**src/rtl/mdio_pkg.sv**
```systemverilog
`default_nettype none
// +--------------------------------------------------------------------------+
// | mdio_pkg: shared MDIO frame encodings for mdio_phy_recep                 |
// | Rev 1.0                                                                  |
// +--------------------------------------------------------------------------+
package mdio_pkg;

  typedef enum logic [2:0] {
    S_IDLE  = 3'd0,
    S_ST2   = 3'd1,
    S_OP    = 3'd2,
    S_PHYAD = 3'd3,
    S_REGAD = 3'd4,
    S_TA    = 3'd5,
    S_DATA  = 3'd6
  } state_t;

  localparam int DATA_W = 16;

  localparam logic [1:0] ST_C22 = 2'b01;
  localparam logic [1:0] ST_C45 = 2'b00;

  localparam logic [1:0] OP_C22_WR     = 2'b01;
  localparam logic [1:0] OP_C22_RD     = 2'b10;
  localparam logic [1:0] OP_C45_ADDR   = 2'b00;
  localparam logic [1:0] OP_C45_WR     = 2'b01;
  localparam logic [1:0] OP_C45_RD_INC = 2'b10;
  localparam logic [1:0] OP_C45_RD     = 2'b11;

  localparam logic [1:0] TA_WR = 2'b10;

  // Both C45 read opcodes have op[1] set; C22 has a single read opcode.
  function automatic logic op_is_read(input logic c45, input logic [1:0] op);
    return c45 ? op[1] : (op == OP_C22_RD);
  endfunction

  function automatic logic op_valid_c22(input logic [1:0] op);
    return (op == OP_C22_WR) || (op == OP_C22_RD);
  endfunction

endpackage
`default_nettype wire

```
**src/rtl/mdio_shift_out.sv**
```systemverilog
`default_nettype none
// +--------------------------------------------------------------------------+
// | mdio_shift_out: parallel-load, MSB-first serializer; load forces out = 0 |
// | Rev 1.0                                                                  |
// +--------------------------------------------------------------------------+
module mdio_shift_out
  import mdio_pkg::*;
(
  input  logic              clk,
  input  logic              rst_n,
  input  logic              load,
  input  logic              shift,
  input  logic [DATA_W-1:0] din,
  output logic              dout
);

  logic [DATA_W-1:0] r_sr;
  logic              r_dout;

  always_ff @(posedge clk or negedge rst_n) begin
    if (!rst_n) begin
      r_sr   <= '0;
      r_dout <= 1'b0;
    end else if (load) begin
      r_sr   <= din;
      r_dout <= 1'b0;
    end else if (shift) begin
      r_dout <= r_sr[DATA_W-1];
      r_sr   <= {r_sr[DATA_W-2:0], 1'b0};
    end
  end

  assign dout = r_dout;

endmodule
`default_nettype wire

```
**src/rtl/mdio_phy_recep.sv**
```systemverilog
`default_nettype none
// +--------------------------------------------------------------------------+
// | mdio_phy_recep: PHY-side MDIO frame receiver (C22; C45 with MDIO_C45_EN) |
// | Rev 1.0                                                                  |
// +--------------------------------------------------------------------------+
module mdio_phy_recep
  import mdio_pkg::*;
#(
  parameter logic [4:0] PHY_ADDR = 5'd0,
  parameter int         PRE_LEN  = 32
) (
  input  logic        MDC,
  input  logic        rst,
  input  logic        MDIO_OE,
  input  logic        MDIO_OUT,
  input  logic [15:0] RD_DATA,
  output logic        MDIO_IN,
  output logic        MDIO_IN_OE,
  output logic        RD_STB,
  output logic        WR_STB,
  output logic        MDIO_DONE,
  output logic        ERR,
  output logic [15:0] ADDR,
  output logic [4:0]  DEV_ADDR,
  output logic [15:0] WR_DATA
);

  localparam logic [5:0] C_PRE_LEN = 6'(PRE_LEN);

  state_t      r_state, w_state_n;
  logic [3:0]  r_cnt, w_cnt_n;
  logic [5:0]  r_pre, w_pre_n;
  logic [14:0] r_sh;
  logic [1:0]  r_op, w_op_n;
  logic        r_c45, w_c45_n;
  logic        r_match, w_match_n;

  logic        r_rd_stb, r_wr_stb, r_done, r_err, r_oe;
  logic [15:0] r_addr, r_wr_data;
  logic [4:0]  r_dev;

  logic [15:0] w_sh_next;
  logic [4:0]  w_field;
  logic        w_read;
  logic        w_err, w_rd, w_wr, w_done, w_load, w_shift, w_oe_on, w_release;
  logic        w_set_regad, w_set_dev, w_load_addr, w_inc;

  assign w_sh_next = {r_sh, MDIO_OUT};
  assign w_field   = w_sh_next[4:0];
  assign w_read    = op_is_read(r_c45, r_op);

  always_ff @(posedge MDC or negedge rst) begin
    if (!rst) begin
      r_state <= S_IDLE;
      r_cnt   <= '0;
      r_pre   <= '0;
      r_sh    <= '0;
      r_op    <= '0;
      r_c45   <= 1'b0;
      r_match <= 1'b0;
    end else begin
      r_state <= w_state_n;
      r_cnt   <= w_cnt_n;
      r_pre   <= w_pre_n;
      r_sh    <= w_sh_next[14:0];
      r_op    <= w_op_n;
      r_c45   <= w_c45_n;
      r_match <= w_match_n;
    end
  end

  always_comb begin
    w_state_n   = r_state;
    w_cnt_n     = r_cnt + 4'd1;
    w_pre_n     = r_pre;
    w_op_n      = r_op;
    w_c45_n     = r_c45;
    w_match_n   = r_match;
    w_err       = 1'b0;
    w_rd        = 1'b0;
    w_wr        = 1'b0;
    w_done      = 1'b0;
    w_load      = 1'b0;
    w_shift     = 1'b0;
    w_oe_on     = 1'b0;
    w_release   = 1'b0;
    w_set_regad = 1'b0;
    w_set_dev   = 1'b0;
    w_load_addr = 1'b0;
    w_inc       = 1'b0;
    unique case (r_state)
      S_IDLE: begin
        w_cnt_n = '0;
        if (!MDIO_OE) begin
          w_pre_n = '0;
        end else if (MDIO_OUT) begin
          if (r_pre != C_PRE_LEN) w_pre_n = r_pre + 6'd1;
        end else begin
          w_pre_n = '0;
          if (r_pre == C_PRE_LEN) w_state_n = S_ST2;
        end
      end
      S_ST2: begin
        w_cnt_n = '0;
        if (!MDIO_OE) begin
          w_err = 1'b1;
        end else if (MDIO_OUT == ST_C22[0]) begin
          w_c45_n   = 1'b0;
          w_state_n = S_OP;
        end else begin
`ifdef MDIO_C45_EN
          w_c45_n   = 1'b1;
          w_state_n = S_OP;
`else
          w_err = 1'b1;
`endif
        end
      end
      S_OP: begin
        if (!MDIO_OE) begin
          w_err = 1'b1;
        end else if (r_cnt == 4'd1) begin
          w_op_n  = w_sh_next[1:0];
          w_cnt_n = '0;
          if (!r_c45 && !op_valid_c22(w_sh_next[1:0])) w_err = 1'b1;
          else w_state_n = S_PHYAD;
        end
      end
      S_PHYAD: begin
        if (!MDIO_OE) begin
          w_err = 1'b1;
        end else if (r_cnt == 4'd4) begin
          w_match_n = (w_field == PHY_ADDR);
          w_cnt_n   = '0;
          w_state_n = S_REGAD;
        end
      end
      S_REGAD: begin
        // Foreign frames are only counted through, never flagged.
        if (r_match && !MDIO_OE) begin
          w_err = 1'b1;
        end else if (r_cnt == 4'd4) begin
          w_cnt_n   = '0;
          w_state_n = S_TA;
          if (r_match) begin
            w_set_dev   = r_c45;
            w_set_regad = !r_c45;
            w_rd        = w_read;
          end
        end
      end
      S_TA: begin
        if (r_match && w_read) begin
          if (r_cnt == 4'd0) begin
            w_load  = 1'b1;
            w_oe_on = 1'b1;
          end else if (MDIO_OE) begin
            w_err = 1'b1;
          end else begin
            w_shift   = 1'b1;
            w_cnt_n   = '0;
            w_state_n = S_DATA;
          end
        end else if (r_match && (!MDIO_OE ||
                     (MDIO_OUT != (r_cnt[0] ? TA_WR[0] : TA_WR[1])))) begin
          w_err = 1'b1;
        end else if (r_cnt != 4'd0) begin
          w_cnt_n   = '0;
          w_state_n = S_DATA;
        end
      end
      S_DATA: begin
        if (r_match && w_read) begin
          if (MDIO_OE) begin
            w_err = 1'b1;
          end else if (r_cnt == 4'd15) begin
            w_done    = 1'b1;
            w_release = 1'b1;
            w_inc     = r_c45 && (r_op == OP_C45_RD_INC);
            w_state_n = S_IDLE;
          end else begin
            w_shift = 1'b1;
          end
        end else if (r_match && !MDIO_OE) begin
          w_err = 1'b1;
        end else if (r_cnt == 4'd15) begin
          w_state_n = S_IDLE;
          if (r_match) begin
            w_done      = 1'b1;
            w_load_addr = r_c45 && (r_op == OP_C45_ADDR);
            w_wr        = !(r_c45 && (r_op == OP_C45_ADDR));
          end
        end
      end
      default: w_state_n = S_IDLE;
    endcase
    if (w_err) begin
      w_state_n = S_IDLE;
      w_cnt_n   = '0;
      w_pre_n   = '0;
      w_release = 1'b1;
    end
  end

  always_ff @(posedge MDC or negedge rst) begin
    if (!rst) begin
      r_rd_stb  <= 1'b0;
      r_wr_stb  <= 1'b0;
      r_done    <= 1'b0;
      r_err     <= 1'b0;
      r_oe      <= 1'b0;
      r_addr    <= '0;
      r_dev     <= '0;
      r_wr_data <= '0;
    end else begin
      r_rd_stb <= w_rd && !w_err;
      r_wr_stb <= w_wr && !w_err;
      r_done   <= w_done && !w_err;
      r_err    <= w_err;
      if (w_release)    r_oe <= 1'b0;
      else if (w_oe_on) r_oe <= 1'b1;
      if (w_set_regad)      r_addr <= {11'b0, w_field};
      else if (w_load_addr) r_addr <= w_sh_next;
      else if (w_inc)       r_addr <= r_addr + 16'd1;
      if (w_set_regad)    r_dev <= '0;
      else if (w_set_dev) r_dev <= w_field;
      if (w_wr) r_wr_data <= w_sh_next;
    end
  end

  // A release also reloads zero so the line idles low once dropped.
  mdio_shift_out u_shift_out (
    .clk   (MDC),
    .rst_n (rst),
    .load  (w_load | w_release),
    .shift (w_shift),
    .din   (w_load ? RD_DATA : 16'h0000),
    .dout  (MDIO_IN)
  );

  assign MDIO_IN_OE = r_oe;
  assign RD_STB     = r_rd_stb;
  assign WR_STB     = r_wr_stb;
  assign MDIO_DONE  = r_done;
  assign ERR        = r_err;
  assign ADDR       = r_addr;
  assign DEV_ADDR   = r_dev;
  assign WR_DATA    = r_wr_data;

endmodule
`default_nettype wire

```
**config.mk**
```make
export PLATFORM = sky130hd
export DESIGN_NAME = mdio_phy_recep
export DESIGN_NICKNAME = d
export VERILOG_FILES = /design/src/rtl/mdio_pkg.sv /design/src/rtl/mdio_shift_out.sv /design/src/rtl/mdio_phy_recep.sv
export SDC_FILE = /design/constraint.sdc
export NUM_CORES = 1
export LEC_CHECK = 0
export BUFFER_PORTS_ARGS = -buffer_cell sky130_fd_sc_hd__buf_2
export CORE_UTILIZATION = 45
export CTS_CLUSTER_DIAMETER = 150
export DETAILED_ROUTE_END_ITERATION = 16
export PLACE_DENSITY = 0.71
export SLEW_MARGIN = 10
export SYNTH_ARGS = -nofsm -noshare
export SYNTH_HDL_FRONTEND = slang
export SYNTH_SLANG_ARGS = --single-unit
```
**constraint.sdc**
```tcl
create_clock -name MDC -period 2.45 [get_ports MDC]
set_input_delay 0.49 -clock MDC [delete_from_list [all_inputs] [get_ports MDC]]
set_output_delay 0.49 -clock MDC [all_outputs]
set_load 0.05 [all_outputs]
```
* Yosys cells after proc, flatten, opt, wreduce, memory -nomap -nowiden
Index checks and enable logic that the tools add are counted.
** Word-level totals
- Flip-flop bits (word level) :: 90
- Input port bits :: 20
- Output and inout port bits :: 43
** Operators by class
- Add/subtract/negate cells :: 2
- Equality and inequality tests :: 34
- Multiplexer cells :: 91
- Bitwise operators :: 1
- Reduce and logical (&&, ||, !) cells :: 23
** Operators with widths (number)
- $mux W3 :: 22
- $mux W16 :: 4
- $mux W1 :: 44
- $mux W4 :: 11
- $ne A3 B3 Y1 const B :: 12
- $mux W6 :: 5
- $ne A4 B4 Y1 const B :: 6
- $pmux W3 S7 :: 1
- $pmux W4 S5 :: 1
- $reduce_and A18 Y1 :: 1
- $eq A3 B3 Y1 const B :: 3
- $add A6 B1 Y6 const B :: 1
- $eq A3 B2 Y1 const B :: 2
- $eq A6 B6 Y1 const B :: 1
- $logic_and A1 B1 Y1 :: 6
- $ne A6 B6 Y1 const B :: 1
- $pmux W1 S6 :: 1
- $reduce_and A3 Y1 :: 2
- $reduce_bool A2 Y1 :: 3
- $logic_not A5 Y1 :: 1
- $mux W5 :: 1
- $add A4 B1 Y4 const B :: 1
- $eq A2 B2 Y1 const B :: 2
- $eq A4 B1 Y1 const B :: 1
- other kinds (15) :: 18

* Logic depth before layout (Yosys ltp)
- Depth in word-level cells :: 10
- Gate-level depth with buffers :: 9
- Depth with buffers taken out :: 7

* Modules after synthesis
A second synthesis with hierarchy kept.
** Unflattened totals
- Cells, all modules :: 330
- Area total of the unflattened synthesis :: 3540.9 um^2
** By module, submodules not included
- mdio_phy_recep :: instances 1, cells each 258, area each 2760.1 um^2, seq. area each 1426.4 um^2
- mdio_shift_out :: instances 1, cells each 72, area each 780.7 um^2, seq. area each 425.4 um^2

* Worst setup path before layout
OpenSTA, ideal clock, no wires.
- Path kind :: register -> register
- Start point :: register r_cnt[0]
- End point :: register r_wr_data[10], in the netlist WR_DATA[10]
- Setup time :: 0.125 ns
- Arrival time :: 1.850 ns
- Slack :: 0.476 ns
- Stages on the path, launching flop included :: 8
- Buffers on the path :: 2
- Cells stage by stage :: dfrtp_1 -> ha_1 -> nand3_1 -> or2_1 -> buf_2 -> nor3_4 -> buf_6 -> mux2_2
** Between the ends
- Word-level cells in the longest chain between the ends :: 5
** Ends and longest elaborated chain
- start, declared :: RTL line mdio_phy_recep.sv:31 : logic [3:0] r_cnt, w_cnt_n;
- start signal, assigned :: RTL line mdio_phy_recep.sv:63 : r_cnt <= w_cnt_n;
- $eq A4 B4 Y1 :: RTL line mdio_phy_recep.sv:186 : end else if (r_cnt == 4'd15) begin
- $mux W1 :: RTL line mdio_phy_recep.sv:186
- $mux W1 :: RTL line mdio_phy_recep.sv:184 : end else if (r_match && !MDIO_OE) begin
- $mux W1 :: RTL line mdio_phy_recep.sv:173 : if (r_match && w_read) begin
- $mux W1 :: RTL line mdio_phy_recep.sv:91 : unique case (r_state)
- end signal, assigned :: RTL line mdio_phy_recep.sv:227 : if (w_wr) r_wr_data <= w_sh_next;
- end, declared :: RTL line mdio_phy_recep.sv:39 : logic [15:0] r_addr, r_wr_data;
No other way between the ends.
A chain may end at the register's enable or synchronous reset.

* Final worst setup path
- Start point :: register r_cnt[0]
- End point :: register r_cnt[3]
** Between the ends
- Word-level cells in the longest chain between the ends :: 8
- Elaborated cells on any way between the ends :: 27
- Those cells by class :: 1 x add/sub; 3 x eq/ne; 19 x mux; 4 x reduce/logical
** Ends and longest elaborated chain
- branches (longest 7 deep; another with $add A4 B1 Y4)
- $mux W4 (*) :: RTL line mdio_phy_recep.sv:197 : if (w_err) begin
- named net w_cnt_n[3] :: RTL line mdio_phy_recep.sv:31
Mark *: on every way through the listed nets, which the timed path passes.

==> run_results.csv <==
group,metric,value,unit
run_status,status,"completed",
routing,ant_nets_after_route,0,
logic_synthesis,dominant_synthesized_flop_cell,"sky130_fd_sc_hd__dfrtp_1",
global_routing,pin_count_of_the_biggest_net_entering_global_routing,53,
cts,htree_num_levels,3,
logic_synthesis,yosys-top-cells-count,"sky130_fd_sc_hd__dfrtp_1 (74), sky130_fd_sc_hd__nand2_1 (27), sky130_fd_sc_hd__buf_4 (21), sky130_fd_sc_hd__mux2_2 (21), sky130_fd_sc_hd__nor2_1 (17)",
cells_and_area,count_of_antenna_diodes_in_the_layout,0,
cts,cts_hold_repair.buffers,0,
sta,setup_tns,0,ns
logic_synthesis,cell_area_after_synthesis,0.00362,mm^2
pwr,worst_ir_drop_vdd,0.531,mV
worst_setup_path,worst-path-max-fanout,6,
worst_setup_path,depth_of_the_most_critical_reg_to_reg_path,6,
cts,tritoncts,"built",
logic_synthesis,netlist.top_cell.by_area,"sky130_fd_sc_hd__dfrtp_1",
worst_setup_path,reg2reg_to,"r_cnt[3]$_DFF_PN0_",
logic_synthesis,syn_area_per_cell,11.2,um^2
routing,drt_pre_antenna_iters,4,
cts,tritoncts_sinks,74,
sta,timing.final.max_slew_violations,0,
global_routing,grt.overflow.total,0,
placement,replace_congestion,0.889,
sta,min_period,2.19,ns
cells_and_area,post_route_cells_drive_above_1_share,28.9,%
logic_synthesis,seq_area_frac_synth,51.2,%
worst_setup_path,reg2reg_slack,0.26,ns
sta,setup_viol,0,
cts,clk_pin_slew,0.09,ns
sta,max_freq,0.456,GHz
cts,clock_tree.root_cell,"sky130_fd_sc_hd__clkbuf_8",
sta,fin_skew,0.0104,ns
sta,maxSlewHeadroom,57.6,%
cells_and_area,fillCellCount,714,
logic_synthesis,yosys_warnings,0,
logic_synthesis,synth_top_cells_by_area,"sky130_fd_sc_hd__dfrtp_1 (51%), sky130_fd_sc_hd__mux2_2 (6.5%), sky130_fd_sc_hd__buf_4 (4.4%)",
cells_and_area,num-nets-final,398,
routing,routed_via_density,5.35,
cts,cts-resized-gates,0,
die,design.portCount,63,
die,core_box_area,0.00777,mm^2
logic_synthesis,postSynthRegisterBits,74,
worst_setup_path,startpoint_type,"flop",
cells_and_area,area.sequential,0.00185,mm^2
routing,drc,0,
cts,clk_path_buf_depth,2,
logic_synthesis,number_of_synthesized_flops_with_an_enable_pin,0,
hold_path,hold_path.class,"in2async",
die,initial_utilization,46.6,%
placement,portBuffers,46,
routing,vias_after_detailed_routing,2561,
sta,min_period_over_period,89.4,%
logic_synthesis,yosysTopAreaCellShare,51.2,%
routing,detail_route.iter0.violations,118,
cts,tritoncts.num_buffers,9,
logic_synthesis,yosys.cell_types.count,58,
worst_setup_path,worstPathCellList,"ha_1, nor3b_1, o21ai_0, o311a_1, o311ai_1, nor2_1",
cells_and_area,area_of_the_multi_input_gates,0.00153,mm^2
cts,clock_latency,0.36,ns
die,die_h,91.7,um
cells_and_area,postLayoutCoreUtil,52.7,%
worst_setup_path,critPathMaxStageDelay,0.55,ns
die,die_area,0.00840,mm^2
worst_setup_path,end_kind,"flop",
logic_synthesis,synthMostInstantiatedCell,"sky130_fd_sc_hd__dfrtp_1",
die,std_cell_rows,32,
pwr,leakage_power_of_the_design,1.97,nW
logic_synthesis,cell_count_after_synthesis,323,
global_routing,number_of_antenna_violations_at_the_first_check_in_global_routing,0,
cts,post_cts_setup_bufs,0,
run,cap_viol_max_count,0,
die,die_w,91.7,um
pwr,totalPowerFinal,0.00235,W
worst_setup_path,worstPathRequired,2.66,ns
worst_setup_path,critical_path.slowest_cell,"sky130_fd_sc_hd__o311ai_1",
routing,wire_per_inst,14.5,um
worst_setup_path,timing.critical_path.arrival,2.41,ns
pwr,pwr_density_cell,575,mW/mm^2
global_routing,first_global_vias,2486,
sta,timing.final.hold_violations,0,
global_routing,grt_use_total,18.1,%
routing,totalWireLength,6930,um
logic_synthesis,postSynth.asyncResetShare,100,%
worst_setup_path,criticalPathCategory,"reg2reg",
cells_and_area,areaGrowthSynthToFinish,13.2,%
sta,worst-slew-pin-transition,0.635,ns
worst_setup_path,reg2reg_from,"r_cnt[0]$_DFF_PN0_",
sta,setup_ws_post_layout,0.259,ns
global_routing,grt_first_pass_wirelength,11800,um
placement,pre_cts_ws,0.208,ns
sta,rsz0062_at_grt,"no",
placement,post-dp-hpwl,4860,um
how the worst max path moves through the flow:
stage	from	to	cells after the start
after detailed placement	MDIO_OUT	u_shift_out.r_sr[1]$_DFFE_PN0P_	7
after CTS	r_cnt[0]$_DFF_PN0_	r_cnt[3]$_DFF_PN0_	6
after global placement	MDIO_OUT	u_shift_out.r_sr[13]$_DFFE_PN0P_	7
after global routing	r_cnt[0]$_DFF_PN0_	u_shift_out.r_sr[8]$_DFFE_PN0P_	6
after floorplan	r_cnt[0]$_DFF_PN0_	WR_DATA[10]$_DFFE_PN0P_	7
final	r_cnt[0]$_DFF_PN0_	r_cnt[3]$_DFF_PN0_	6
flip-flops by register name, summed over array words and instances (netlist names):
name and cells:
WR_DATA 16, u_shift_out.r_sr 16, r_sh 15, r_pre 6, ADDR 5, r_cnt 4, r_state 3, r_op 2
ERR 1, MDIO_DONE 1, MDIO_IN_OE 1, RD_STB 1, WR_STB 1, r_match 1, u_shift_out.dout 1
worst max-delay path, delay by kind of cell (launching register included):
family / cells / cell delay, ns
AOI/OAI and AO/OA: 3 / 0.85
DFF: 1 / 0.46
and+or+nand+nor: 2 / 0.58
adders and majority gates: 1 / 0.17
power breakdown:
part	leakage [nW]	internal, W	switching [W]
clock	0.0988	0.000488	0.000503
combinational	0.877	0.0000226	0.0000967
sequential	0.993	0.00123	0.00000878
per-stage QoR:
stage / area, um^2 / std cells / hold slack (ns)
after floorplan: 3670 / 338 / 0.194
after global placement: 3890 / 463 / 0.354
after detailed placement: 3890 / 463 / 0.357
after CTS: 4090 / 479 / 0.109
after global routing: 4090 / 479 / 0.123
final: 4090 / 479 / 0.102
cell type report:
cell class                      instances  share of cell area [%]
Sequential cell                        74                    45.2
Multi-Input combinational cell        216                    37.4
Timing Repair Buffer                   60                    8.19
Tap cell                              102                    3.12
Clock buffer                            9                    3.03
Clock inverter                          7                    2.02
Inverter                               11                    1.01
cells by family (layout without fill, tap and decap cells):
logic type               after synthesis  count (layout)  share of synthesized area, %
flip-flops                            74              74                          51.2
other                                  1              16                         0.104
adder cells (fa/ha/maj)                6               6                          2.08
AO/OA/AOI/OAI                         75              75                          15.9
buffers and inverters                 48              87                          8.02
XOR/XNOR                               4               4                         0.969
AND/OR/NAND/NOR                       92              92                          14.6
multiplexers                          23              23                          7.09
layer usage:
| metal | up-vias | routed length (um) | track usage, % |
|---|---|---|---|
| li1 | 1241 | - | - |
| met1 | 1255 | 3180 | 23.3 |
| met2 | 54 | 3380 | 28.9 |
| met3 | 11 | 251 | 4.15 |
| met4 | 0 | 119 | 8.33 |
| met5 | - | 0 | 0 |
cells in the final DEF, fill, tap and decap left out, drive strengths merged, types with 10 or more instances in the layout:
master   instances
a21oi           10
a2bb2oi         15
buf             60
conb            16
dfrtp           74
inv             15
mux2            21
nand2           27
nor2            17
o2111ai         16
o21ai           15
No activity file was read; power rests on OpenSTA's default activity.
